<file path="config.mk">
export PLATFORM = sky130hd
export DESIGN_NAME = alu_flag_unit
export DESIGN_NICKNAME = d
export VERILOG_FILES = /design/src/rtl/alu_pkg.sv /design/src/rtl/shift_add_multiplier.sv /design/src/rtl/alu_flag_unit.sv
export SDC_FILE = /design/constraint.sdc
export NUM_CORES = 1
export LEC_CHECK = 0
export ABC_AREA = 1
export CAP_MARGIN = 20
export CORE_MARGIN = 2
export CORE_UTILIZATION = 55
export DETAILED_ROUTE_END_ITERATION = 8
export PLACE_DENSITY = 0.79
export RECOVER_POWER = 25
export SYNTH_ARGS = -nofsm -noshare
export SYNTH_HDL_FRONTEND = slang
export SYNTH_HIERARCHICAL = 1
export SYNTH_SLANG_ARGS = --single-unit
export TNS_END_PERCENT = 30
</file>
<file path="constraint.sdc">
create_clock -name clk -period 3.5 [get_ports clk]
set_input_delay 0.525 -clock clk [delete_from_list [all_inputs] [get_ports clk]]
set_output_delay 0.525 -clock clk [all_outputs]
set_load 0.005 [all_outputs]
</file>
<file path="src/rtl/alu_pkg.sv">
`default_nettype none
// ============================================================================
// Module      : alu_pkg
// Description : Shared definitions for the execute-stage ALU and its flag
//               unit. Contains opcodes, FSM states, status-flag bit indices
//               and opcode classification helpers.
// Revision    : 1.0 - initial release
// ============================================================================
package alu_pkg;

    // ARM data-processing opcodes
    localparam logic [3:0] OP_AND = 4'h0;
    localparam logic [3:0] OP_EOR = 4'h1;
    localparam logic [3:0] OP_SUB = 4'h2;
    localparam logic [3:0] OP_RSB = 4'h3;
    localparam logic [3:0] OP_ADD = 4'h4;
    localparam logic [3:0] OP_ADC = 4'h5;
    localparam logic [3:0] OP_SBC = 4'h6;
    localparam logic [3:0] OP_RSC = 4'h7;
    localparam logic [3:0] OP_TST = 4'h8;
    localparam logic [3:0] OP_TEQ = 4'h9;
    localparam logic [3:0] OP_CMP = 4'hA;
    localparam logic [3:0] OP_CMN = 4'hB;
    localparam logic [3:0] OP_ORR = 4'hC;
    localparam logic [3:0] OP_MOV = 4'hD;
    localparam logic [3:0] OP_BIC = 4'hE;
    localparam logic [3:0] OP_MVN = 4'hF;

    // Control FSM states, explicit 1-bit encoding
    typedef enum logic [0:0] {
        ST_IDLE = 1'b0,
        ST_MUL  = 1'b1
    } state_t;

    // Bit positions inside the 4-bit flag vector {V, C, N, Z}
    localparam int FLAG_Z = 0;
    localparam int FLAG_N = 1;
    localparam int FLAG_C = 2;
    localparam int FLAG_V = 3;

    // TST, TEQ, CMP and CMN only update flags and never write Rd
    function automatic logic is_test_op(input logic [3:0] op);
        return (op[3:2] == 2'b10);
    endfunction

endpackage
`default_nettype wire

</file>
<file path="src/rtl/shift_add_multiplier.sv">
`default_nettype none
// ============================================================================
// Module      : shift_add_multiplier
// Description : Iterative shift-add multiplier producing the low WIDTH bits
//               of a*b. One partial-product step per cycle, WIDTH steps per
//               product. 'last' flags the final step; 'product' already
//               includes that step so the parent can capture it directly.
// Revision    : 1.0 - initial release
// ============================================================================
module shift_add_multiplier #(
    parameter int WIDTH = 32
) (
    input  logic             clk,
    input  logic             reset,
    input  logic             go,
    input  logic [WIDTH-1:0] a,
    input  logic [WIDTH-1:0] b,
    output logic             last,
    output logic [WIDTH-1:0] product
);

    localparam int CW = $clog2(WIDTH + 1);

    logic [WIDTH-1:0] mcand_q, mcand_d;
    logic [WIDTH-1:0] mplier_q, mplier_d;
    logic [WIDTH-1:0] acc_q, acc_d;
    logic [CW-1:0]    cnt_q, cnt_d;
    logic [WIDTH-1:0] acc_step;

    // Conditional add of the multiplicand for the current multiplier bit
    always_comb begin
        acc_step = acc_q;
        if (mplier_q[0]) begin
            acc_step = acc_q + mcand_q;
        end
    end

    // Load on go, otherwise advance one step while steps remain
    always_comb begin
        mcand_d  = mcand_q;
        mplier_d = mplier_q;
        acc_d    = acc_q;
        cnt_d    = cnt_q;
        if (go) begin
            mcand_d  = a;
            mplier_d = b;
            acc_d    = '0;
            cnt_d    = CW'(WIDTH);
        end else if (cnt_q != '0) begin
            mcand_d  = mcand_q << 1;
            mplier_d = mplier_q >> 1;
            acc_d    = acc_step;
            cnt_d    = cnt_q - CW'(1);
        end
    end

    // Datapath registers; clearing cnt on reset kills any multiply in flight
    always_ff @(posedge clk) begin
        if (reset) begin
            mcand_q  <= '0;
            mplier_q <= '0;
            acc_q    <= '0;
            cnt_q    <= '0;
        end else begin
            mcand_q  <= mcand_d;
            mplier_q <= mplier_d;
            acc_q    <= acc_d;
            cnt_q    <= cnt_d;
        end
    end

    assign last    = (cnt_q == CW'(1)) && !go;
    assign product = acc_step;

endmodule
`default_nettype wire

</file>
<file path="src/rtl/alu_flag_unit.sv">
`default_nettype none
// ============================================================================
// Module      : alu_flag_unit
// Description : Execute-stage ALU. Single-cycle ARM data-processing ops and
//               an iterative multiply, with registered result, Z/N/C/V flags
//               and done / wr_en / flag_load strobes for the register file
//               and status register.
// Revision    : 1.0 - initial release
// ============================================================================
module alu_flag_unit
    import alu_pkg::*;
#(
    parameter int WIDTH = 32
) (
    input  logic             clk,
    input  logic             reset,
    input  logic             start,
    input  logic [3:0]       op,
    input  logic             mul,
    input  logic             s_bit,
    input  logic [WIDTH-1:0] a,
    input  logic [WIDTH-1:0] b,
    input  logic [3:0]       flags_in,
    output logic [WIDTH-1:0] result,
    output logic             z_out,
    output logic             n_out,
    output logic             c_out,
    output logic             v_out,
    output logic             flag_load,
    output logic             wr_en,
    output logic             done,
    output logic             busy
);

    state_t           state_q, state_d;
    logic [WIDTH-1:0] result_q, result_d;
    logic [3:0]       flags_q, flags_d;
    logic             done_q, done_d;
    logic             wr_en_q, wr_en_d;
    logic             flag_load_q, flag_load_d;
    logic             busy_q, busy_d;
    logic             s_lat_q, s_lat_d;
    logic             c_lat_q, c_lat_d;
    logic             v_lat_q, v_lat_d;

    logic             mul_go;
    logic             mul_last;
    logic [WIDTH-1:0] mul_product;

    logic [WIDTH-1:0] alu_res;
    logic [3:0]       alu_flags;
    logic             is_arith;
    logic [WIDTH-1:0] add_x, add_y;
    logic             add_cin;
    logic [WIDTH:0]   add_sum;

    // Only C and V of the incoming flags are ever consumed
    logic             unused_flags;
    assign unused_flags = ^{flags_in[FLAG_N], flags_in[FLAG_Z]};

    shift_add_multiplier #(
        .WIDTH (WIDTH)
    ) u_mult (
        .clk     (clk),
        .reset   (reset),
        .go      (mul_go),
        .a       (a),
        .b       (b),
        .last    (mul_last),
        .product (mul_product)
    );

    // Opcode datapath: subtractions are done as x + ~y + cin so the adder
    // carry-out is directly the ARM "not borrow" C flag
    always_comb begin
        alu_res  = '0;
        is_arith = 1'b0;
        add_x    = a;
        add_y    = b;
        add_cin  = 1'b0;
        case (op)
            OP_AND, OP_TST: alu_res = a & b;
            OP_EOR, OP_TEQ: alu_res = a ^ b;
            OP_ORR:         alu_res = a | b;
            OP_MOV:         alu_res = b;
            OP_BIC:         alu_res = a & ~b;
            OP_MVN:         alu_res = ~b;
            OP_SUB, OP_CMP: begin
                is_arith = 1'b1;
                add_y    = ~b;
                add_cin  = 1'b1;
            end
            OP_RSB: begin
                is_arith = 1'b1;
                add_x    = b;
                add_y    = ~a;
                add_cin  = 1'b1;
            end
            OP_ADD, OP_CMN: begin
                is_arith = 1'b1;
            end
            OP_ADC: begin
                is_arith = 1'b1;
                add_cin  = flags_in[FLAG_C];
            end
            OP_SBC: begin
                is_arith = 1'b1;
                add_y    = ~b;
                add_cin  = flags_in[FLAG_C];
            end
            OP_RSC: begin
                is_arith = 1'b1;
                add_x    = b;
                add_y    = ~a;
                add_cin  = flags_in[FLAG_C];
            end
            default: alu_res = '0;
        endcase

        add_sum = {1'b0, add_x} + {1'b0, add_y} + {{WIDTH{1'b0}}, add_cin};
        if (is_arith) begin
            alu_res = add_sum[WIDTH-1:0];
        end

        alu_flags         = '0;
        alu_flags[FLAG_Z] = (alu_res == '0);
        alu_flags[FLAG_N] = alu_res[WIDTH-1];
        if (is_arith) begin
            alu_flags[FLAG_C] = add_sum[WIDTH];
            alu_flags[FLAG_V] = (add_x[WIDTH-1] == add_y[WIDTH-1]) &&
                                (add_sum[WIDTH-1] != add_x[WIDTH-1]);
        end else begin
            alu_flags[FLAG_C] = flags_in[FLAG_C];
            alu_flags[FLAG_V] = flags_in[FLAG_V];
        end
    end

    // Control FSM and next values of all output registers
    always_comb begin
        state_d     = state_q;
        result_d    = result_q;
        flags_d     = flags_q;
        done_d      = 1'b0;
        wr_en_d     = 1'b0;
        flag_load_d = 1'b0;
        busy_d      = busy_q;
        s_lat_d     = s_lat_q;
        c_lat_d     = c_lat_q;
        v_lat_d     = v_lat_q;
        mul_go      = 1'b0;
        case (state_q)
            ST_IDLE: begin
                if (start) begin
                    if (mul) begin
                        mul_go  = 1'b1;
                        s_lat_d = s_bit;
                        c_lat_d = flags_in[FLAG_C];
                        v_lat_d = flags_in[FLAG_V];
                        busy_d  = 1'b1;
                        state_d = ST_MUL;
                    end else begin
                        result_d    = alu_res;
                        flags_d     = alu_flags;
                        done_d      = 1'b1;
                        wr_en_d     = !is_test_op(op);
                        flag_load_d = is_test_op(op) || s_bit;
                    end
                end
            end
            ST_MUL: begin
                // start is deliberately ignored here: no queuing while busy
                if (mul_last) begin
                    result_d          = mul_product;
                    flags_d[FLAG_Z]   = (mul_product == '0);
                    flags_d[FLAG_N]   = mul_product[WIDTH-1];
                    flags_d[FLAG_C]   = c_lat_q;
                    flags_d[FLAG_V]   = v_lat_q;
                    done_d            = 1'b1;
                    wr_en_d           = 1'b1;
                    flag_load_d       = s_lat_q;
                    busy_d            = 1'b0;
                    state_d           = ST_IDLE;
                end
            end
            default: begin
                busy_d  = 1'b0;
                state_d = ST_IDLE;
            end
        endcase
    end

    // State and output registers; reset wins over a simultaneous start
    always_ff @(posedge clk) begin
        if (reset) begin
            state_q     <= ST_IDLE;
            result_q    <= '0;
            flags_q     <= '0;
            done_q      <= 1'b0;
            wr_en_q     <= 1'b0;
            flag_load_q <= 1'b0;
            busy_q      <= 1'b0;
            s_lat_q     <= 1'b0;
            c_lat_q     <= 1'b0;
            v_lat_q     <= 1'b0;
        end else begin
            state_q     <= state_d;
            result_q    <= result_d;
            flags_q     <= flags_d;
            done_q      <= done_d;
            wr_en_q     <= wr_en_d;
            flag_load_q <= flag_load_d;
            busy_q      <= busy_d;
            s_lat_q     <= s_lat_d;
            c_lat_q     <= c_lat_d;
            v_lat_q     <= v_lat_d;
        end
    end

    assign result    = result_q;
    assign z_out     = flags_q[FLAG_Z];
    assign n_out     = flags_q[FLAG_N];
    assign c_out     = flags_q[FLAG_C];
    assign v_out     = flags_q[FLAG_V];
    assign done      = done_q;
    assign wr_en     = wr_en_q;
    assign flag_load = flag_load_q;
    assign busy      = busy_q;

endmodule
`default_nettype wire

</file>
# After elaboration in Yosys (flattened, before gate mapping)
# Cells that the tools add are included.
word_totals:
  reg_bits: 146
classes:
  reduce_logical: 21
  n_addsub: 4
  bitwise_logic: 7
  n_eq_ne: 23
  n_mux: 42
ops:
  columns: ["op", "n"]
  rows:
  - ["32-bit 2-to-1 mux", 10]
  - ["32-bit case mux with 6 select lines", 1]
  - ["32-bit case mux with 2 select lines", 2]
  - ["32-bit bitwise AND", 2]
  - ["32-bit logical NOT", 2]
  - ["32-bit inverter", 2]
  - ["32-bit by 32-bit adder with 33-bit output", 1]
  - ["33-bit by 1-bit adder with 33-bit output", 1]
  - ["32-bit adder", 1]
  - ["4-bit == test, second input constant", 8]
  - ["32-bit OR", 1]
  - ["32-bit XOR", 1]
  - ["4-bit by 3-bit == test with 1-bit output, second input constant", 4]
  - ["1-bit 2-to-1 mux", 16]
  - ["4-bit 2-to-1 mux", 3]
  - ["6-bit 2-to-1 mux", 2]
  - ["1-bit case mux with 2 select lines", 6]
  - ["3-bit AND reduction", 3]
  - ["3-bit OR reduction", 3]
  - ["4-bit by 2-bit == test with 1-bit output, second input constant", 2]
  - ["4-bit case mux with 2 select lines", 1]
  - ["2-bit OR reduction", 4]
  - ["8-bit OR reduction", 1]
  - ["6-bit by 1-bit == test with 1-bit output, second input constant", 1]
  - ["15 further kinds", 19]

# Depth between registers and ports, before layout
# Gate-level depths: netlist of the first run.
depth:
  depth_word: 11
  mapped_depth: 27
  depth_no_buf: 27

# Cells and area by module
# The synthesis of the first run kept the hierarchy.
by_module_without_submodules:
  columns: ["mod", "area_per_inst_um2", "seq_area_each_um2", "instances", "cells_per_inst"]
  rows:
  - ["alu_flag_unit", 7474.7, 860.8, 1, 1388]
  - ["shift_add_multiplier", 6852.8, 2042.0, 1, 1151]

# Least setup slack after synthesis of the first run
# OpenSTA, ideal clock, no wires.
synth_path:
  path_type: "input port to flip-flop"
  startpoint: "input port op[0]"
  endpoint: "register flags_q[0]"
  setup_ns: 0.066
  path_stages: 24
  t_required_ns: 3.434
  t_arrival_ns: 3.363
  n_path_buf: 2
  slack_ns: 0.071
  path_cell_list: "nand2_1 > nor2_1 > clkbuf_1 > clkbuf_1 > o21ai_0 > fa_1 > inv_1 > fa_1 > nand2_1 > inv_1 > nand2_1 > nand2_1 > nand2_1 > nand2_1 > nand3_1 > nand3_1 > nand2_1 > o21ai_0 > nand2_1 > nor2_1 > nand3_1 > nor2_1 > nand2_1 > a21oi_2"
synth_via:
  elab_chain_len: 10
  word_cells_on_any_way: 35
  classes_between: "add/sub (2); eq/ne (15); mux (9); reduce/logical (9)"
synth_lines:
  columns: ["element", "line", "text"]
  rows:
  - ["start, declared", "alu_flag_unit.sv:18", "input logic [3:0] op,"]
  - ["4-bit by 3-bit == test with 1-bit output, or another cell as far along", "alu_flag_unit.sv:81", "case (op)"]
  - ["3-bit OR reduction (no line) / 2-bit OR reduction (equally long branches)", null, null]
  - ["32-bit case mux with 2 select lines / 32-bit 2-to-1 mux (equally long branches)", "alu_flag_unit.sv:81", null]
  - ["32-bit by 32-bit adder with 33-bit output", "alu_flag_unit.sv:120", "add_sum = {1'b0, add_x} + {1'b0, add_y} + {{WIDTH{1'b0}}, add_cin};"]
  - ["33-bit by 1-bit adder with 33-bit output", "alu_flag_unit.sv:120", null]
  - ["32-bit 2-to-1 mux *", "alu_flag_unit.sv:121", "if (is_arith) begin"]
  - ["32-bit logical NOT *", "alu_flag_unit.sv:126", "alu_flags[FLAG_Z] = (alu_res == '0);"]
  - ["4-bit 2-to-1 mux *", "alu_flag_unit.sv:154", "if (mul) begin"]
  - ["4-bit 2-to-1 mux *", "alu_flag_unit.sv:153", "if (start) begin"]
  - ["4-bit case mux with 2 select lines *", "alu_flag_unit.sv:151", "case (state_q)"]
  - ["end signal, assigned", "alu_flag_unit.sv:208", "flags_q <= flags_d;"]
  - ["end, declared", "alu_flag_unit.sv:37", "logic [3:0] flags_q, flags_d;"]
# Every way passes the cells marked *; elsewhere a longest branch is shown, timed or not. The select of a mux whose other input is x is not followed.
# A chain may end at the register's enable or synchronous reset.

# Worst setup path after layout of the first run
layout_path:
  startpoint: "input port mul"
  endpoint: "register result_q[25], in the netlist result[25]"
layout_via:
  elab_chain_len: 7
  word_cells_on_any_way: 8
  classes_between: "eq/ne (2); mux (3); reduce/logical (3)"
layout_lines:
  columns: ["element", "line", "text"]
  rows:
  - ["start, declared", "alu_flag_unit.sv:19", "input logic mul,"]
  - ["1-bit 2-to-1 mux", "alu_flag_unit.sv:154", null]
  - ["1-bit 2-to-1 mux", "alu_flag_unit.sv:153", null]
  - ["1-bit 2-to-1 mux", "alu_flag_unit.sv:151", null]
  - ["via mul_go", "alu_flag_unit.sv:46", "logic mul_go;"]
  - ["1-bit logical NOT", "shift_add_multiplier.sv:72", "assign last = (cnt_q == CW'(1)) && !go;"]
  - ["1-bit logical AND", "shift_add_multiplier.sv:72", null]
  - ["via mul_last", "alu_flag_unit.sv:47", "logic mul_last;"]
  - ["2-bit by 1-bit != test with 1-bit output (no line)", null, null]
  - ["3-bit AND reduction (no line)", null, null]
  - ["end signal, assigned", "alu_flag_unit.sv:207", "result_q <= result_d;"]
  - ["end, declared", "alu_flag_unit.sv:36", "logic [WIDTH-1:0] result_q, result_d;"]
# The timed path passes the listed nets, and every way through them passes these cells.

==> out/summary.txt, run 1 <==
Mapped Area - 14300 um^2
Worst ir drop on vdd - 740 uV
Number of antenna violations at the first check in global routing - 3
Portion of synthesized cell area occupied by the leading cell type - 23.9%
Primary FF master, synth - sky130_fd_sc_hd__dfxtp_1
Drt pass-1 iters - 9
Area of the die - 27400 um^2
Count of mapped cells out of synthesis - 2539
Area of combinational cells with multiple inputs - 9730 um^2
Clock buffer count from CTS - 17
Weighted congestion at the end of routability-driven global placement - 1.05
Standard cell core area - 25800 um^2
Count of final setup violators - 0
Top post-synthesis cells by area - sky130_fd_sc_hd__nand2_1 24%, sky130_fd_sc_hd__dfxtp_1 20%, sky130_fd_sc_hd__inv_1 9.4%, sky130_fd_sc_hd__ha_1 8.4%, sky130_fd_sc_hd__nand3_1 6.7%
Chip Height - 165 um
Capturing element type of the critical path - register
PwrDens - 507 nW/um^2
Remaining design rule violation count - 0
Final count of pins violating max slew - 0
Startpoint kind of the worst setup timing path - primary input
Die Width - 165 um
Number of enable flip-flop cells after synthesis - 0
Maximum number of pins on one net before global-route repair - 109
Final hold violation count - 0
Wire length of the first global-routing pass - 88100 um
Floorplan row count - 59
Gr usage total - 41.7%
Net count after synthesis - 2715
CTS tree - built
Data arrival time at the worst-slack endpoint - 3.66 ns
Fill cell total of the finished layout - 2385
Endpoint required time on the critical path - 3.83 ns
Reg clk slew, reported paths - 0.06 ns
Total half-perimeter wirelength after legalization and detailed placement - 45500 um
Port bufs - 114
Ys async rst share - 0%
Slew at the pin with the worst max-slew slack - 1.36 ns
Slowest cell on crit path - sky130_fd_sc_hd__dlygate4sd3_1
Initial standard-cell utilization of the core - 55.5%
Most Frequent Cell on Critical Path - sky130_fd_sc_hd__inv_1
Yosys synthesis warning count - 6
Final total power - 0.00928 W
Remaining antenna violation count after routing - 0
Syn_area_per_cell - 5.64 um^2
Post-synth top cells - 913 x sky130_fd_sc_hd__nand2_1, 358 x sky130_fd_sc_hd__inv_1, 213 x sky130_fd_sc_hd__nor2_1
Average wire per standard cell - 18.1 um
Remaining Overflow, GRT - 0
Share of the cycle needed by the critical path after routing - 95.4%
Class of the worst hold path - in2reg
Clock Tree Root - sky130_fd_sc_hd__clkbuf_16
Register bit total from synthesis - 145
Buffering stage count on the worst path with inverters included - 6
IO Pins - 117
Final net count - 3018
Max Freq - 300 MHz
Unrepaired setup endpoints after global routing - no
Reported max-cap violation count - 0
Number of H-tree branching levels - 4
Sequential cell area fraction in the yosys report - 20.3%
Largest area contributor in the netlist - sky130_fd_sc_hd__nand2_1
Minimum period implied by the final worst setup slack - 3.34 ns
Cell with the most instances after synthesis - sky130_fd_sc_hd__nand2_1
Number of different library cells in the post-synthesis netlist - 51
Maximum buffer depth of the clock tree - 2
Clock insertion delay at the later pin of the skew report - 0.43 ns
Relative slew slack - 9.29%
WS Path Type - in2reg
Leakage - 9.67 nW
Setup skew after layout - 0.0108 ns
CTS Sinks - 145
Number of DRC markers in iteration 0 - 2228
Cell Chain, Critical Path - dlygate4sd3_1, inv_1, nor3_1, clkinv_1, nand3_1, nor2_1, nand2_1, inv_1, nor2_1, inv_1, nor2_2, buf_4, nand2_1, o41ai_1
Peak per-stage delay on the critical path - 0.72 ns
Syn-to-layout area delta - 27.9%
FF+latch area - 2900 um^2
Layout cell share with drive strength beyond 1 - 12.7%
Result of the run - finished, final reports clean
Finished Core Util - 70.9%
Via density - 5.76
Count of vias placed by the detailed router - 18381
Final WL - 57800 um
Highest net fanout along the worst path - 15
Kind of cell adding the most delay to the critical path - buffers and inverters
Via count of the first global-routing pass - 16822
-- flip-flops by register name (all words and copies together), names as in the netlist --
register and cells:
busy 1, c_lat_q 1, done 1, flag_load 1
flags_q 4, result 31, s_lat_q 1, state_q 1
u_mult/acc_q 32, u_mult/cnt_q 6, u_mult/mcand_q 32, u_mult/mplier_q 32
v_lat_q 1, wr_en 1
-- where the power goes --
part / internal, W / switching (W)
combinational: 0.00191 / 0.00329
sequential: 0.00202 / 0.000290
clock: 0.00104 / 0.000733
total: 0.00497 / 0.00432
-- per-stage QoR --
stage	instances	setup slack (ns)	cell area, um^2	TNS [ns]	hold WS (ns)
3_3_place_gp	3148	-0.583	17500	-7.29	0.441
5_1_grt	3193	0.00450	18300	0	0.459
3_5_place_dp	3148	-0.601	17500	-9.45	0.442
2_1_floorplan	2539	0.0712	14300	0	0.440
6_report	3193	0.162	18300	0	0.453
4_1_cts	3184	0.0467	18200	0	0.433
-- cell usage in the layout, fill, tap and decap left out, types with 27 or more instances in the layout --
| cell | instances |
|---|---|
| sky130_fd_sc_hd__nand2_1 | 906 |
| sky130_fd_sc_hd__inv_1 | 358 |
| sky130_fd_sc_hd__buf_4 | 251 |
| sky130_fd_sc_hd__nor2_1 | 199 |
| sky130_fd_sc_hd__nand3_1 | 189 |
| sky130_fd_sc_hd__dfxtp_1 | 145 |
| sky130_fd_sc_hd__o21ai_0 | 125 |
| sky130_fd_sc_hd__ha_1 | 95 |
| sky130_fd_sc_hd__a21oi_1 | 93 |
| sky130_fd_sc_hd__a31oi_1 | 68 |
| sky130_fd_sc_hd__clkdlybuf4s50_1 | 67 |
| sky130_fd_sc_hd__dlygate4sd3_1 | 41 |
| sky130_fd_sc_hd__o221ai_1 | 33 |
| sky130_fd_sc_hd__o21ai_1 | 27 |
-- layer usage --
metal / vias up / wire (um) / track usage, %
met1: 8327 / 23200 / 52.7
met5: - / 0 / 0
met4: 0 / 3930 / 27.0
met2: 1016 / 25200 / 65.8
met3: 227 / 5430 / 7.07
li1: 8811 / - / -
-- worst paths after layout --
check / from / depth (start not counted) / to / slack, ns
worst max-delay path: mul / 14 / result[25] / 0.16
worst min-delay path: reset / 2 / u_mult/mcand_q[2] / 0.45
worst max register to register: u_mult/mcand_q[0] / 17 / flags_q[0] / 0.20
worst min register to register: result[19] / 2 / result[19] / 0.46
-- final cells by class --
class	instances	share of cell area, %
clock inverter	11	0.574
timing repair buffer	380	17.9
clock buffer	21	2.57
tap	335	2.29
inverter	373	7.67
antenna	3	0.0410
sequential	145	15.8
multi-input combinational	1925	53.1
-- worst reg2reg max path, delay by kind of cell, from the launching register on --
family / cells / cell delay [ns]
compound gates: 2 / 0.24
simple gates: 12 / 1.91
fa+ha+maj: 2 / 0.63
flops: 1 / 0.31
buf+inv: 1 / 0.16
-- timing repair --
item / CTS / global route
setup endpoints to repair: 5 / 21
pin swaps: 5 / 15
gates resized for setup: 16 / 32
hold buffers: 0 / 0
hold endpoints to repair: 0 / 0
gates cloned: 1 / 0
setup buffers: 3 / 6
-- cells by family after synthesis --
| kind of cell | after synthesis | synth area share, % |
|---|---|---|
| and+or+nand+nor | 1402 | 40.2 |
| AOI/OAI and AO/OA | 397 | 16.3 |
| buffers and inverters | 469 | 12.8 |
| DFF | 145 | 20.3 |
| xor gates and xnor gates | 27 | 1.65 |
| adders and majority gates | 99 | 8.80 |
Power figures use the tool's default switching activity.
==> inputs of run 2 (changes only) <==
Settings changed: CORE_MARGIN 2 to 5, PLACE_DENSITY 0.79 to 0.81.
==> run 2 against run 1 <==
Clock skew grew 0.0049 ns. Cell count grew 0.38%. Fmax shrank 2.3%. Worst hold slack gained 0.0060 ns. Via count grew 3.0%. Sequential share of layout area shrank 0.63 points.
==> out/summary.txt, run 2 (synthesis results as in run 1) <==
Weighted congestion at the end of routability-driven global placement - 1.07
Clock insertion delay at the later pin of the skew report - 0.43 ns
Initial standard-cell utilization of the core - 55.5%
Worst slack at placement - -0.734 ns
Number of DRC markers in iteration 0 - 2786
Final Worst Setup Slack - 0.0843 ns
Number of antenna violations at the first check in global routing - 6
Count of final setup violators - 0
WS Path Type - in2reg
Die Width - 171 um
Worst ir drop on vdd - 638 uV
CTS tree - built
Layout cell share with drive strength beyond 1 - 18.1%
Highest net fanout along the worst path - 7
CTS Sinks - 145
Leakage - 9.89 nW
Endpoint required time on the critical path - 3.87 ns
Final WL - 60700 um
Via density - 5.91
IO Pins - 117
Leading cell type in the layout, fill and taps excluded - sky130_fd_sc_hd__nand2_1
Placed cell count - 3136
Total internal power - 0.00515 W
Quantity of hold-fixing buffers added after cts - 0
Slew at the pin with the worst max-slew slack - 1.18 ns
Wire length of the first global-routing pass - 90800 um
Maximum buffer depth of the clock tree - 2
Final count of pins violating max slew - 0
Relative slew slack - 21.4%
Remaining antenna violation count after routing - 0
Share of the cycle needed by the critical path after routing - 97.6%
Floorplan row count - 59
Number of H-tree branching levels - 4
Commonest cells after routing, fill and taps aside - 837 x sky130_fd_sc_hd__nand2_1, 348 x sky130_fd_sc_hd__inv_1, 256 x sky130_fd_sc_hd__buf_4
Drt pass-1 iters - 8
Reg clk slew, reported paths - 0.07 ns
Reported max-cap violation count - 0
Clk pwr share - 19.9%
Setup skew after layout - 0.0157 ns
PwrDens - 507 nW/um^2
Capturing element type of the critical path - register
Count of vias placed by the detailed router - 18932
Clock Tree Root - sky130_fd_sc_hd__clkbuf_16
Total half-perimeter wirelength after legalization and detailed placement - 46200 um
Class of the worst hold path - reg2reg
Fill cell total of the finished layout - 2134
Switching power share of the total - 46.8%
Remaining design rule violation count - 0
Startpoint kind of the worst setup timing path - primary input
P_sw - 0.00453 W
Standard cell core area - 25800 um^2
Data arrival time at the worst-slack endpoint - 3.78 ns
Gr usage total - 39.0%
Clock buffer count from CTS - 17
Maximum number of pins on one net before global-route repair - 65
Final Instance Count excl. Fillers - 3205
Chip Height - 171 um
Via count of the first global-routing pass - 17174
Total Negative Setup Slacks - 0 ns
Minimum period implied by the final worst setup slack - 3.42 ns
Final net count - 3027
Remaining Overflow, GRT - 0
Sequential Power Share - 24.1%
Biggest registers after layout - u_mult/acc_q (32), u_mult/mcand_q (32), u_mult/mplier_q (32)
Port bufs - 114
Syn-to-layout area delta - 33.1%
Area of the die - 29400 um^2
Result of the run - finished, final reports clean
Max Freq - 293 MHz
Average wire per standard cell - 18.9 um
Final hold violation count - 0
Comb pwr share - 56.0%
run 2: cell types whose count changed in the layout (fill, tap and decap cells not counted), moves of 13 or more:
| cell | before | now |
|---|---|---|
| sky130_fd_sc_hd__nand2_2 | 9 | 68 |
| sky130_fd_sc_hd__nor2_2 | 13 | 30 |
| sky130_fd_sc_hd__nor2_1 | 199 | 177 |
| sky130_fd_sc_hd__nand3_1 | 189 | 176 |
| sky130_fd_sc_hd__nand2_1 | 906 | 837 |
run 2: layout make-up:
type,instances,area (um^2),area share (%)
repair buffers,389,3410,17.9
inverters,373,1410,7.39
clock inverters,13,175,0.918
well taps,335,419,2.20
diodes,6,15.0,0.0787
multi-input cells,1925,10300,54.0
flip-flops and latches,145,2900,15.2
clock buffers,19,443,2.32
run 2: power by group through the flow:
stage | registers [W] | logic (W) | clock network (W)
2_1_floorplan | 0.00225 | 0.00324 | 0
3_3_place_gp | 0.00231 | 0.00473 | 0
3_5_place_dp | 0.00233 | 0.00485 | 0
4_1_cts | 0.00231 | 0.00497 | 0.00192
5_1_grt | 0.00236 | 0.00590 | 0.00198
6_report | 0.00233 | 0.00542 | 0.00193
run 2: final timing paths:
check / start / to / slack (ns) / depth (start not counted)
max: op[0] / flags_q[0] / 0.08 / 25
min: result[19] / result[19] / 0.46 / 2
max reg2reg: u_mult/mcand_q[0] / flags_q[0] / 0.14 / 17
min reg2reg: result[19] / result[19] / 0.46 / 2
run 2: per-stage QoR:
stage / power (W) / util (%) / hold WS, ns / cell area (um^2)
finish: 0.00968 / 73.8 / 0.459 / 19100
global route: 0.0102 / 73.8 / 0.478 / 19100
CTS: 0.00919 / 70.4 / 0.459 / 18200
detailed placement: 0.00718 / 67.3 / 0.449 / 17400
global placement: 0.00704 / 67.3 / 0.447 / 17400
floorplan: 0.00549 / - / 0.440 / 14300
run 2: what timing repair did:
action                                  CTS  global route
cloned                                    2             3
endpoints found under the setup margin   12             9
pin swaps                                15            79
resized for setup                        44           182
setup buffers                             1            25
run 2: routing by layer:
metal  vias to the layer above  global-route usage, %  routed length, um  part of all wire, %
met3                       298                   5.52               6540                   11
li1                       8835                      -                  -                    -
met4                         0                   21.9               4430                  7.3
met5                         -                      0                  0                    0
met1                      8489                   50.7              23000                   38
met2                      1310                   62.2              26700                   44
run 2: worst max-delay path: stages:
cell	delay, ns
sky130_fd_sc_hd__dlygate4sd2_1	0.26
sky130_fd_sc_hd__buf_4	0.15
sky130_fd_sc_hd__inv_2	0.07
sky130_fd_sc_hd__nand2_4	0.06
sky130_fd_sc_hd__nor2_4	0.19
sky130_fd_sc_hd__nor2_4	0.07
sky130_fd_sc_hd__clkinv_4	0.11
sky130_fd_sc_hd__buf_12	0.15
sky130_fd_sc_hd__o221ai_1	0.12
sky130_fd_sc_hd__ha_1	0.39
sky130_fd_sc_hd__nand2_1	0.13
sky130_fd_sc_hd__nand2_2	0.08
sky130_fd_sc_hd__a21oi_2	0.22
sky130_fd_sc_hd__nor2_2	0.08
sky130_fd_sc_hd__nor2_2	0.10
sky130_fd_sc_hd__nand2_2	0.09
sky130_fd_sc_hd__a21oi_1	0.13
sky130_fd_sc_hd__o21ai_0	0.14
sky130_fd_sc_hd__nand2_1	0.12
sky130_fd_sc_hd__nand2_1	0.06
sky130_fd_sc_hd__inv_1	0.08
sky130_fd_sc_hd__nand3_1	0.12
sky130_fd_sc_hd__nor2_1	0.12
sky130_fd_sc_hd__nand2_1	0.07
sky130_fd_sc_hd__a21oi_2	0.13
